**config.mk**
```make
export PLATFORM = sky130hd
export DESIGN_NAME = spatz_vfu_pipe
export DESIGN_NICKNAME = d
export VERILOG_FILES = /design/src/rtl/spatz_vfu_pipe.sv
export SDC_FILE = /design/constraint.sdc
export NUM_CORES = 2
export LEC_CHECK = 0
export ABC_CLOCK_PERIOD_IN_PS = 14700
export CAP_MARGIN = 40
export CORE_MARGIN = 2
export CORE_UTILIZATION = 40
export CTS_CLUSTER_DIAMETER = 120
export DETAILED_ROUTE_END_ITERATION = 6
export DONT_BUFFER_PORTS = 1
export PLACE_DENSITY = 0.63
export SYNTH_ARGS = -nofsm -noshare
export SYNTH_HDL_FRONTEND = slang
export SYNTH_SLANG_ARGS = --single-unit
export TNS_END_PERCENT = 30
```
**constraint.sdc**
```tcl
create_clock -name clk_i -period 14.7 [get_ports clk_i]
set_input_delay 1.47 -clock clk_i [delete_from_list [all_inputs] [get_ports clk_i]]
set_output_delay 1.47 -clock clk_i [all_outputs]
set_load 0.05 [all_outputs]
```
**src/rtl/spatz_vfu_pipe.sv**
```systemverilog
// Pipelined Spatz vector functional unit: element-wise integer ops over NrIPUs
// 32-bit lanes, Latency result stages, per-word write-back context.
module spatz_vfu_pipe #(
  parameter int unsigned NrIPUs           = 4,
  parameter int unsigned Latency          = 2,
  parameter int unsigned NrWordsPerVector = 8,
  parameter int unsigned VlW              = 16,
  parameter int unsigned IdW              = 3,
  parameter int unsigned AddrW            = $clog2(32*NrWordsPerVector)
) (
  input  logic                    clk_i,
  input  logic                    rst_ni,
  input  logic                    req_valid_i,
  output logic                    req_ready_o,
  input  logic [IdW-1:0]          req_id_i,
  input  logic [2:0]              req_op_i,
  input  logic [1:0]              req_sew_i,
  input  logic [VlW-1:0]          req_vl_i,
  input  logic [VlW-1:0]          req_vstart_i,
  input  logic [4:0]              req_vs1_i,
  input  logic [4:0]              req_vs2_i,
  input  logic [4:0]              req_vd_i,
  input  logic                    req_use_vs1_i,
  input  logic                    req_use_vd_i,
  input  logic [31:0]             req_rs1_i,
  output logic                    rsp_valid_o,
  output logic [IdW-1:0]          rsp_id_o,
  output logic [2*AddrW-1:0]      vrf_raddr_o,
  output logic [1:0]              vrf_re_o,
  input  logic [2*NrIPUs*32-1:0]  vrf_rdata_i,
  input  logic [1:0]              vrf_rvalid_i,
  output logic [AddrW-1:0]        vrf_waddr_o,
  output logic [NrIPUs*32-1:0]    vrf_wdata_o,
  output logic                    vrf_we_o,
  output logic [NrIPUs*4-1:0]     vrf_wbe_o,
  input  logic                    vrf_wvalid_i
);

  localparam int unsigned WordW    = NrIPUs*32;
  localparam int unsigned NrBytes  = NrIPUs*4;
  localparam int unsigned WordOffW = $clog2(NrBytes);
  localparam int unsigned ByteIdxW = WordOffW + 1;

  typedef enum logic [1:0] {Idle, Issue, Token} state_e;

  // Element-width-aware lane ALU; carries never cross element boundaries.
  function automatic logic [31:0] lane_alu(input logic [31:0] a, input logic [31:0] b,
                                           input logic [2:0] op, input logic [1:0] sew);
    logic [31:0] add8, sub8, add16, sub16, r;
    for (int k = 0; k < 4; k++) begin
      add8[8*k +: 8] = a[8*k +: 8] + b[8*k +: 8];
      sub8[8*k +: 8] = a[8*k +: 8] - b[8*k +: 8];
    end
    for (int k = 0; k < 2; k++) begin
      add16[16*k +: 16] = a[16*k +: 16] + b[16*k +: 16];
      sub16[16*k +: 16] = a[16*k +: 16] - b[16*k +: 16];
    end
    case (op)
      3'd0:    r = (sew == 2'd0) ? add8 : (sew == 2'd1) ? add16 : a + b;
      3'd1:    r = (sew == 2'd0) ? sub8 : (sew == 2'd1) ? sub16 : a - b;
      3'd2:    r = a & b;
      3'd3:    r = a | b;
      3'd4:    r = a ^ b;
      default: r = '0;
    endcase
    return r;
  endfunction

  state_e               state_q;
  logic                 init_q;
  logic [VlW-1:0]       word_q, first_q, last_q;
  logic [IdW-1:0]       id_q;
  logic [2:0]           op_q;
  logic [1:0]           sew_q;
  logic [4:0]           vs1_q, vs2_q, vd_q;
  logic                 use_vs1_q, use_vd_q;
  logic [31:0]          rs1_q;
  logic [ByteIdxW-1:0]  lo_q, hi_q;

  logic [Latency-1:0]   vld_q, we_q, last_stg_q;
  logic [IdW-1:0]       id_stg_q   [Latency];
  logic [AddrW-1:0]     addr_stg_q [Latency];
  logic [NrBytes-1:0]   be_stg_q   [Latency];
  logic [WordW-1:0]     res_stg_q  [Latency];

  // Request decode: word range and partial-word byte bounds.
  logic [1:0]           sew_d;
  logic [4:0]           eshift_d;
  logic [VlW-1:0]       emask_d, vl_m1_d, first_d, last_d;
  logic [ByteIdxW-1:0]  lo_d, hi_d;
  logic                 empty_d;

  assign sew_d    = (req_sew_i == 2'd3) ? 2'd2 : req_sew_i;
  assign eshift_d = 5'(WordOffW) - 5'(sew_d);
  assign emask_d  = (VlW'(1) << eshift_d) - VlW'(1);
  assign vl_m1_d  = req_vl_i - VlW'(1);
  assign first_d  = req_vstart_i >> eshift_d;
  assign last_d   = vl_m1_d >> eshift_d;
  assign lo_d     = ByteIdxW'((req_vstart_i & emask_d) << sew_d);
  assign hi_d     = ByteIdxW'(((vl_m1_d & emask_d) + VlW'(1)) << sew_d);
  assign empty_d  = (req_vl_i == '0) || (req_vstart_i >= req_vl_i);

  logic adv, rd_ok, fire, tok, is_last, accept;

  assign adv     = !vld_q[Latency-1] || !we_q[Latency-1] || vrf_wvalid_i;
  assign rd_ok   = vrf_rvalid_i[0] && (!use_vs1_q || vrf_rvalid_i[1]);
  assign fire    = (state_q == Issue) && rd_ok && adv;
  assign tok     = (state_q == Token) && adv;
  assign is_last = (word_q == last_q);
  assign req_ready_o = init_q && ((state_q == Idle) || (fire && is_last) || tok);
  assign accept  = req_valid_i && req_ready_o;

  logic [AddrW-1:0] vs1_addr, vs2_addr, vd_addr;
  assign vs1_addr = AddrW'(AddrW'(vs1_q) * AddrW'(NrWordsPerVector)) + AddrW'(word_q);
  assign vs2_addr = AddrW'(AddrW'(vs2_q) * AddrW'(NrWordsPerVector)) + AddrW'(word_q);
  assign vd_addr  = AddrW'(AddrW'(vd_q) * AddrW'(NrWordsPerVector)) + AddrW'(word_q);

  assign vrf_re_o    = (state_q == Issue) ? {use_vs1_q, 1'b1} : 2'b00;
  assign vrf_raddr_o = (state_q == Issue) ? {vs1_addr, vs2_addr} : '0;

  logic [31:0]        scalar_rep;
  logic [WordW-1:0]   res_d;
  logic [NrBytes-1:0] be_d;

  always_comb begin
    case (sew_q)
      2'd0:    scalar_rep = {4{rs1_q[7:0]}};
      2'd1:    scalar_rep = {2{rs1_q[15:0]}};
      default: scalar_rep = rs1_q;
    endcase
    res_d = '0;
    for (int l = 0; l < NrIPUs; l++) begin
      res_d[32*l +: 32] = lane_alu(vrf_rdata_i[32*l +: 32],
                                   use_vs1_q ? vrf_rdata_i[WordW + 32*l +: 32] : scalar_rep,
                                   op_q, sew_q);
    end
    be_d = '1;
    for (int b = 0; b < NrBytes; b++) begin
      if ((word_q == first_q) && (ByteIdxW'(b) < lo_q)) be_d[b] = 1'b0;
      if ((word_q == last_q) && (ByteIdxW'(b) >= hi_q)) be_d[b] = 1'b0;
    end
  end

  always_ff @(posedge clk_i or negedge rst_ni) begin
    if (!rst_ni) begin
      state_q <= Idle;
      init_q  <= 1'b0;
      word_q  <= '0;
    end else begin
      init_q <= 1'b1;
      if (accept) begin
        state_q <= empty_d ? Token : Issue;
        word_q  <= first_d;
      end else if (fire && is_last) begin
        state_q <= Idle;
      end else if (fire) begin
        word_q <= word_q + VlW'(1);
      end else if (tok) begin
        state_q <= Idle;
      end
    end
  end

  always_ff @(posedge clk_i) begin
    if (accept) begin
      id_q      <= req_id_i;
      op_q      <= req_op_i;
      sew_q     <= sew_d;
      vs1_q     <= req_vs1_i;
      vs2_q     <= req_vs2_i;
      vd_q      <= req_vd_i;
      use_vs1_q <= req_use_vs1_i;
      use_vd_q  <= req_use_vd_i;
      rs1_q     <= req_rs1_i;
      first_q   <= first_d;
      last_q    <= last_d;
      lo_q      <= lo_d;
      hi_q      <= hi_d;
    end
  end

  // ---- stage 0 .. Latency-1: the whole pipe moves or holds as one ----
  always_ff @(posedge clk_i or negedge rst_ni) begin
    if (!rst_ni) begin
      vld_q      <= '0;
      we_q       <= '0;
      last_stg_q <= '0;
      for (int i = 0; i < Latency; i++) id_stg_q[i] <= '0;
    end else if (adv) begin
      vld_q[0]      <= fire || tok;
      we_q[0]       <= fire && use_vd_q;
      last_stg_q[0] <= tok || is_last;
      id_stg_q[0]   <= id_q;
      for (int i = 1; i < Latency; i++) begin
        vld_q[i]      <= vld_q[i-1];
        we_q[i]       <= we_q[i-1];
        last_stg_q[i] <= last_stg_q[i-1];
        id_stg_q[i]   <= id_stg_q[i-1];
      end
    end
  end

  always_ff @(posedge clk_i) begin
    if (adv) begin
      addr_stg_q[0] <= vd_addr;
      be_stg_q[0]   <= be_d;
      res_stg_q[0]  <= res_d;
      for (int i = 1; i < Latency; i++) begin
        addr_stg_q[i] <= addr_stg_q[i-1];
        be_stg_q[i]   <= be_stg_q[i-1];
        res_stg_q[i]  <= res_stg_q[i-1];
      end
    end
  end

  // ---- output stage ----
  assign vrf_we_o    = vld_q[Latency-1] && we_q[Latency-1];
  assign vrf_waddr_o = vrf_we_o ? addr_stg_q[Latency-1] : '0;
  assign vrf_wdata_o = vrf_we_o ? res_stg_q[Latency-1] : '0;
  assign vrf_wbe_o   = vrf_we_o ? be_stg_q[Latency-1] : '0;
  assign rsp_valid_o = vld_q[Latency-1] && last_stg_q[Latency-1] &&
                       (!we_q[Latency-1] || vrf_wvalid_i);
  assign rsp_id_o    = rsp_valid_o ? id_stg_q[Latency-1] : '0;

endmodule

```
**Yosys cells after proc, flatten, opt, wreduce, memory -nomap -nowiden**

Memories as Yosys holds them, arrays and structs flattened.
Cells that the tools add are included.

- Register bits: 130
- Bits in latches: 0
- RAM bits: 304
- Bits in read-only memories: 0
- Input port bits: 351
- Word-level logic and storage cells: 289
- Memories: 3

- Add/subtract/negate cells: 64
- Multiply operators: 0
- Div/mod/pow operators: 0
- $lt $le $gt $ge: 33
- Equality and inequality tests: 12
- Shift operators: 5
- Mux-type cells: 74
- Bitwise operators: 14
- Reduce and logical (&&, ||, !) cells: 63

Memory list:

| memory | words | width | rd ports | clocked after Yosys merged registers in | wr ports | line | RTL |
|---|---|---|---|---|---|---|---|
| res_stg_q | 2 | 128 | 2 | 0 | 2 | 84 | `logic [WordW-1:0] res_stg_q [Latency];` |
| be_stg_q | 2 | 16 | 2 | 0 | 2 | 83 | `logic [NrBytes-1:0] be_stg_q [Latency];` |
| addr_stg_q | 2 | 8 | 2 | 0 | 2 | 82 | `logic [AddrW-1:0] addr_stg_q [Latency];` |

Operator list:

| cell | number |
|---|---|
| $mux W32 | 20 |
| $pmux W32 S5 | 4 |
| $add A8 B8 Y8 | 19 |
| $add A16 B16 Y16 | 8 |
| $add A32 B32 Y32 | 4 |
| $and A32 B32 Y32 | 4 |
| $mux W128 | 1 |
| $or A32 B32 Y32 | 4 |
| $sub A16 B16 Y16 | 8 |
| $sub A32 B32 Y32 | 4 |
| $sub A8 B8 Y8 | 16 |
| $xor A32 B32 Y32 | 4 |
| $mux W16 | 5 |
| $pmux W32 S2 | 1 |
| $logic_and A1 B1 Y1 | 43 |
| $ge A4 B5 Y1 const A | 8 |
| $lt A4 B5 Y1 const A | 8 |
| $mux W1 | 34 |
| $add A16 B1 Y16 const B | 2 |
| $and A16 B16 Y16 | 2 |
| $eq A16 B16 Y1 | 2 |
| $shl A16 B2 Y5 | 2 |
| $shr A16 B5 Y16 | 2 |
| $ge A3 B5 Y1 const A | 4 |
| other kinds (28) | 56 |

**Depth between registers and ports, before layout**

- Depth after elaboration: 12
- Mapped depth: 22
- Depth with buffers taken out: 16

**Worst setup path after synthesis**

OpenSTA, ideal clock, no wires.

- Kind: input to register
- From: input port vrf_wvalid_i
- To: memory addr_stg_q[0][0] in the netlist's numbering, enable pin
- Setup time: 2553 ps
- Arrival: 7641 ps
- Data required time: 12147 ps
- Setup slack: 4506 ps
- Stages on the path: 3
- Buffers on the path: 1
- Cells stage by stage: nor2b_1 clkbuf_1 clkinv_1

RTL lines:

| item | line | RTL |
|---|---|---|
| from (decl) | 36 | `input logic vrf_wvalid_i` |
| to (decl) | 82 |  |

==> out/metrics.cfg <==
[global_route]
overflow=0
grt_use_total_pct=32.2
grt_pass1_wl_mm=256
antenna_found_initial=36
grt_pass1_vias=37130
grt_max_degree=139

[worst_setup_path]
cp.arrival_ns=6.78
worstSetupPathType=reg2reg
r2r_slack_ns=8.29
timing.rr.end=res_stg_q[0][120]$_SDFFCE_PN0N_
r2r_cells=17
cp-start-kind=flip-flop
r2r_start=sew_q[1]$_DFFE_PP_
cp.required_ns=15.07
critPathMaxFanout=50
crit_path_end_kind=flip-flop

[sta]
final_max_slew_viol_count=0
slew_headroom_pct=32.0
fin_skew_ns=0.0638
setup_viol=0
worst_pin_slew_ns=1.01
hold_viol_final=0
max_freq_ghz=0.156
fin_setup_tns_ns=0
rsz0062_at_grt=no
min_period_over_period_pct=43.6
min_period_ns=6.41

[die]
fp.dieH_um=328
io_pins=527
start_util_pct=40.4
fp.dieW_um=328
std_cell_rows=118
dieArea_um2=107000
core-area_um2=104000

[route]
drt-met1-wl_mm=71.1
detail-route-antenna-nets=0
via_per_inst=6.37
dr.pass1.iters=7
highest_layer=met5
wl_met2_mm=79.0
drtIter0Drc=4841
wl_per_cell_um=28.8
drc=4
dr_wl_met3_mm=20.6
vias=39882
routed_wl_mm=180

[layout]
fillers=10327
multiInputGateArea_um2=26100
area_delta_synth_final_pct=7.44
regArea_um2=12900
final_layout_size_suffix_gt1_share_pct=5.02
nets=5624

[clocking]
cts_setup_buffers=0
numCtsBuffers=53
htreeDepth=2
insertion_delay_ns=0.69
postCtsHoldBufs=0
cts_sinks=434
cts_tree=yes
cts-resized-gates=0
clk_path_buf_depth=3
clock-root-buffer=clkbuf_16
clkSlewWorstSetupHoldPaths_ns=0.07

[run_status]
violations=DRC
status=complete, but fails checks

[logic_synthesis]
synth_cell_types=93
synth_ff_type=edfxtp_1
yosys.area.top_type=edfxtp_1
yosys.area_share.simple_pct=16.6
netlist_instances=5010
syn_area_per_cell_um2=8.37
synth_xor_area_share_pct=3.20
synth_top_family_by_area=compound AO/OA/AOI/OAI gates
synth_top_area_share_pct=28.9
ys_warn_count=0
async_flop_share_pct=7.14
synth-seq-cells=434
synth_area_leaders=edfxtp_1 29%, ha_1 13%, a21oi_1 6.1%
synthMuxAreaShare_pct=2.70
synth_most_common_cell=a21oi_1
synth_area_um2=41900
synth_common_cells=512 x a21oi_1, 457 x inv_1, 423 x ha_1
synth-compound-area-share_pct=25.3
synth_seq_area_share_pct=30.7
synth-edff-count=403
synth-adder-area-share_pct=14.3

[pwr]
combPwrFrac_pct=23.4
peakVddDrop_mv=0.164
pwr_density_cell_nw_per_um2=83.7
power_frac_seq_pct=40.0
internal-power_uw=2510
swShare_pct=33.5
p_clk_share_pct=36.6
power_uw=3770
p_sw_uw=1270
p_leak_uw=0.0191

[place]
portBuffers=0
hpwl_mm=137
gp_congestion=1.05

[min_path]
whs_endpoint=res_stg_q[0][173]$_DFFE_PN_
min_path_type=reg2reg
min_from=res_stg_q[0][45]$_SDFFCE_PN0N_
worstHoldPathCells=0

[job]
drv_cap=0

## registers in the layout, summed over array words and instances (netlist names)
name        count
addr_stg_q     16
last_q         16
res_stg_q     256
vd_q            5
rs1_q          32
id_q            3
init_q          1
first_q        16
state_q         2
op_q            3
last_stg_q      2
use_vd_q        1
id_stg_q        6
vs1_q           5
word_q         16
vs2_q           5
sew_q           2
hi_q            5
vld_q           2
use_vs1_q       1
lo_q            5
be_stg_q       32
we_q            2
## worst max-delay path by stage
| stage | start | to | slack (ns) | cells after the start |
|---|---|---|---|---|
| final | sew_q[1]$_DFFE_PP_ | res_stg_q[0][120]$_SDFFCE_PN0N_ | 8.29 | 17 |
| after global routing | sew_q[1]$_DFFE_PP_ | res_stg_q[0][118]$_SDFFCE_PN0N_ | 8.16 | 17 |
| after CTS | sew_q[1]$_DFFE_PP_ | res_stg_q[0][120]$_SDFFCE_PN0N_ | 8.56 | 17 |
| after detailed placement | sew_q[1]$_DFFE_PP_ | res_stg_q[0][88]$_SDFFCE_PN0N_ | 8.61 | 17 |
| after global placement | sew_q[1]$_DFFE_PP_ | res_stg_q[0][88]$_SDFFCE_PN0N_ | 8.70 | 17 |
| after floorplan | vrf_wvalid_i | addr_stg_q[0][0]$_DFFE_PN_ | 4.51 | 3 |
## power groups by stage
stage / sequential, µW / clock (µW) / combinational [µW]
final: 1510 / 1380 / 881
after CTS: 1510 / 1410 / 864
after global routing: 1520 / 1450 / 950
after floorplan: 1500 / 0 / 681
after global placement: 1530 / 0 / 839
after detailed placement: 1540 / 0 / 858
## per-stage QoR
stage | instances | worst slack (ns) | cell area, µm² | hold WS [ns] | utilization, %
2_1_floorplan | 5014 | 4.51 | 42000 | 0.400 | -
3_3_place_gp | 6123 | 8.70 | 42900 | 0.402 | 41.3
3_5_place_dp | 6140 | 8.61 | 43200 | 0.405 | 41.6
4_1_cts | 6239 | 8.56 | 45000 | 0.365 | 43.4
5_1_grt | 6254 | 8.16 | 45000 | 0.392 | 43.4
6_report | 6262 | 8.29 | 45100 | 0.387 | 43.4
## kinds of logic after synthesis
group,count (synthesis)
AOI/OAI and AO/OA,1629
and+or+nand+nor,1439
buffers and inverters,790
adders and majority gates,458
DFF,434
xor gates and xnor gates,153
muxes,105
other,2
## layout by cell type (no fill, tap or decap), drive strengths merged, types with 20 or more instances in the layout
cell	instances
or2	23
o31ai	51
o21ai	288
dfrtp	31
ha	423
and2	27
o211ai	71
o21bai	48
nor4	57
o21a	113
a211oi	48
a221oi	23
diode	23
and3	169
nand4	47
inv	475
o221ai	32
a21oi	512
buf	71
mux2i	86
nand3	87
fa	35
edfxtp	403
nand2b	39
o31a	20
a22oi	29
o22ai	48
a21o	63
a31oi	52
clkbuf	62
xor2	52
a2111oi	20
nor2	423
xnor2	101
or3	26
nor2b	44
nand2	339
nor3	114
## critical path, cell delays in order, from the launching register on
cell	delay [ns]
edfxtp_1	0.36
buf_4	0.34
nor2_4	0.63
buf_4	0.72
nand2_1	0.11
nand3_1	0.45
o21a_1	0.27
inv_1	0.11
ha_1	0.56
inv_1	0.18
a2111oi_0	0.62
nand4_1	0.32
and4_1	0.25
o311a_1	0.35
nor3_1	0.31
o21ai_1	0.14
mux2i_1	0.17
o221ai_1	0.17
## final cells by class
cell class / count / share of cell area (%)
clock inverters: 37 / 0.986
multi-input cells: 3790 / 58.0
repair buffers: 71 / 1.54
inverters: 465 / 3.91
diodes: 23 / 0.128
flip-flops and latches: 434 / 28.6
clock buffers: 62 / 3.04
well taps: 1380 / 3.83
## metal layers
metal	up-vias	track usage (%)
li1	17883	-
met1	19149	41.2
met2	2359	49.4
met3	465	10.1
met4	26	15.2
met5	-	0
(Power assumes the default switching activity.)
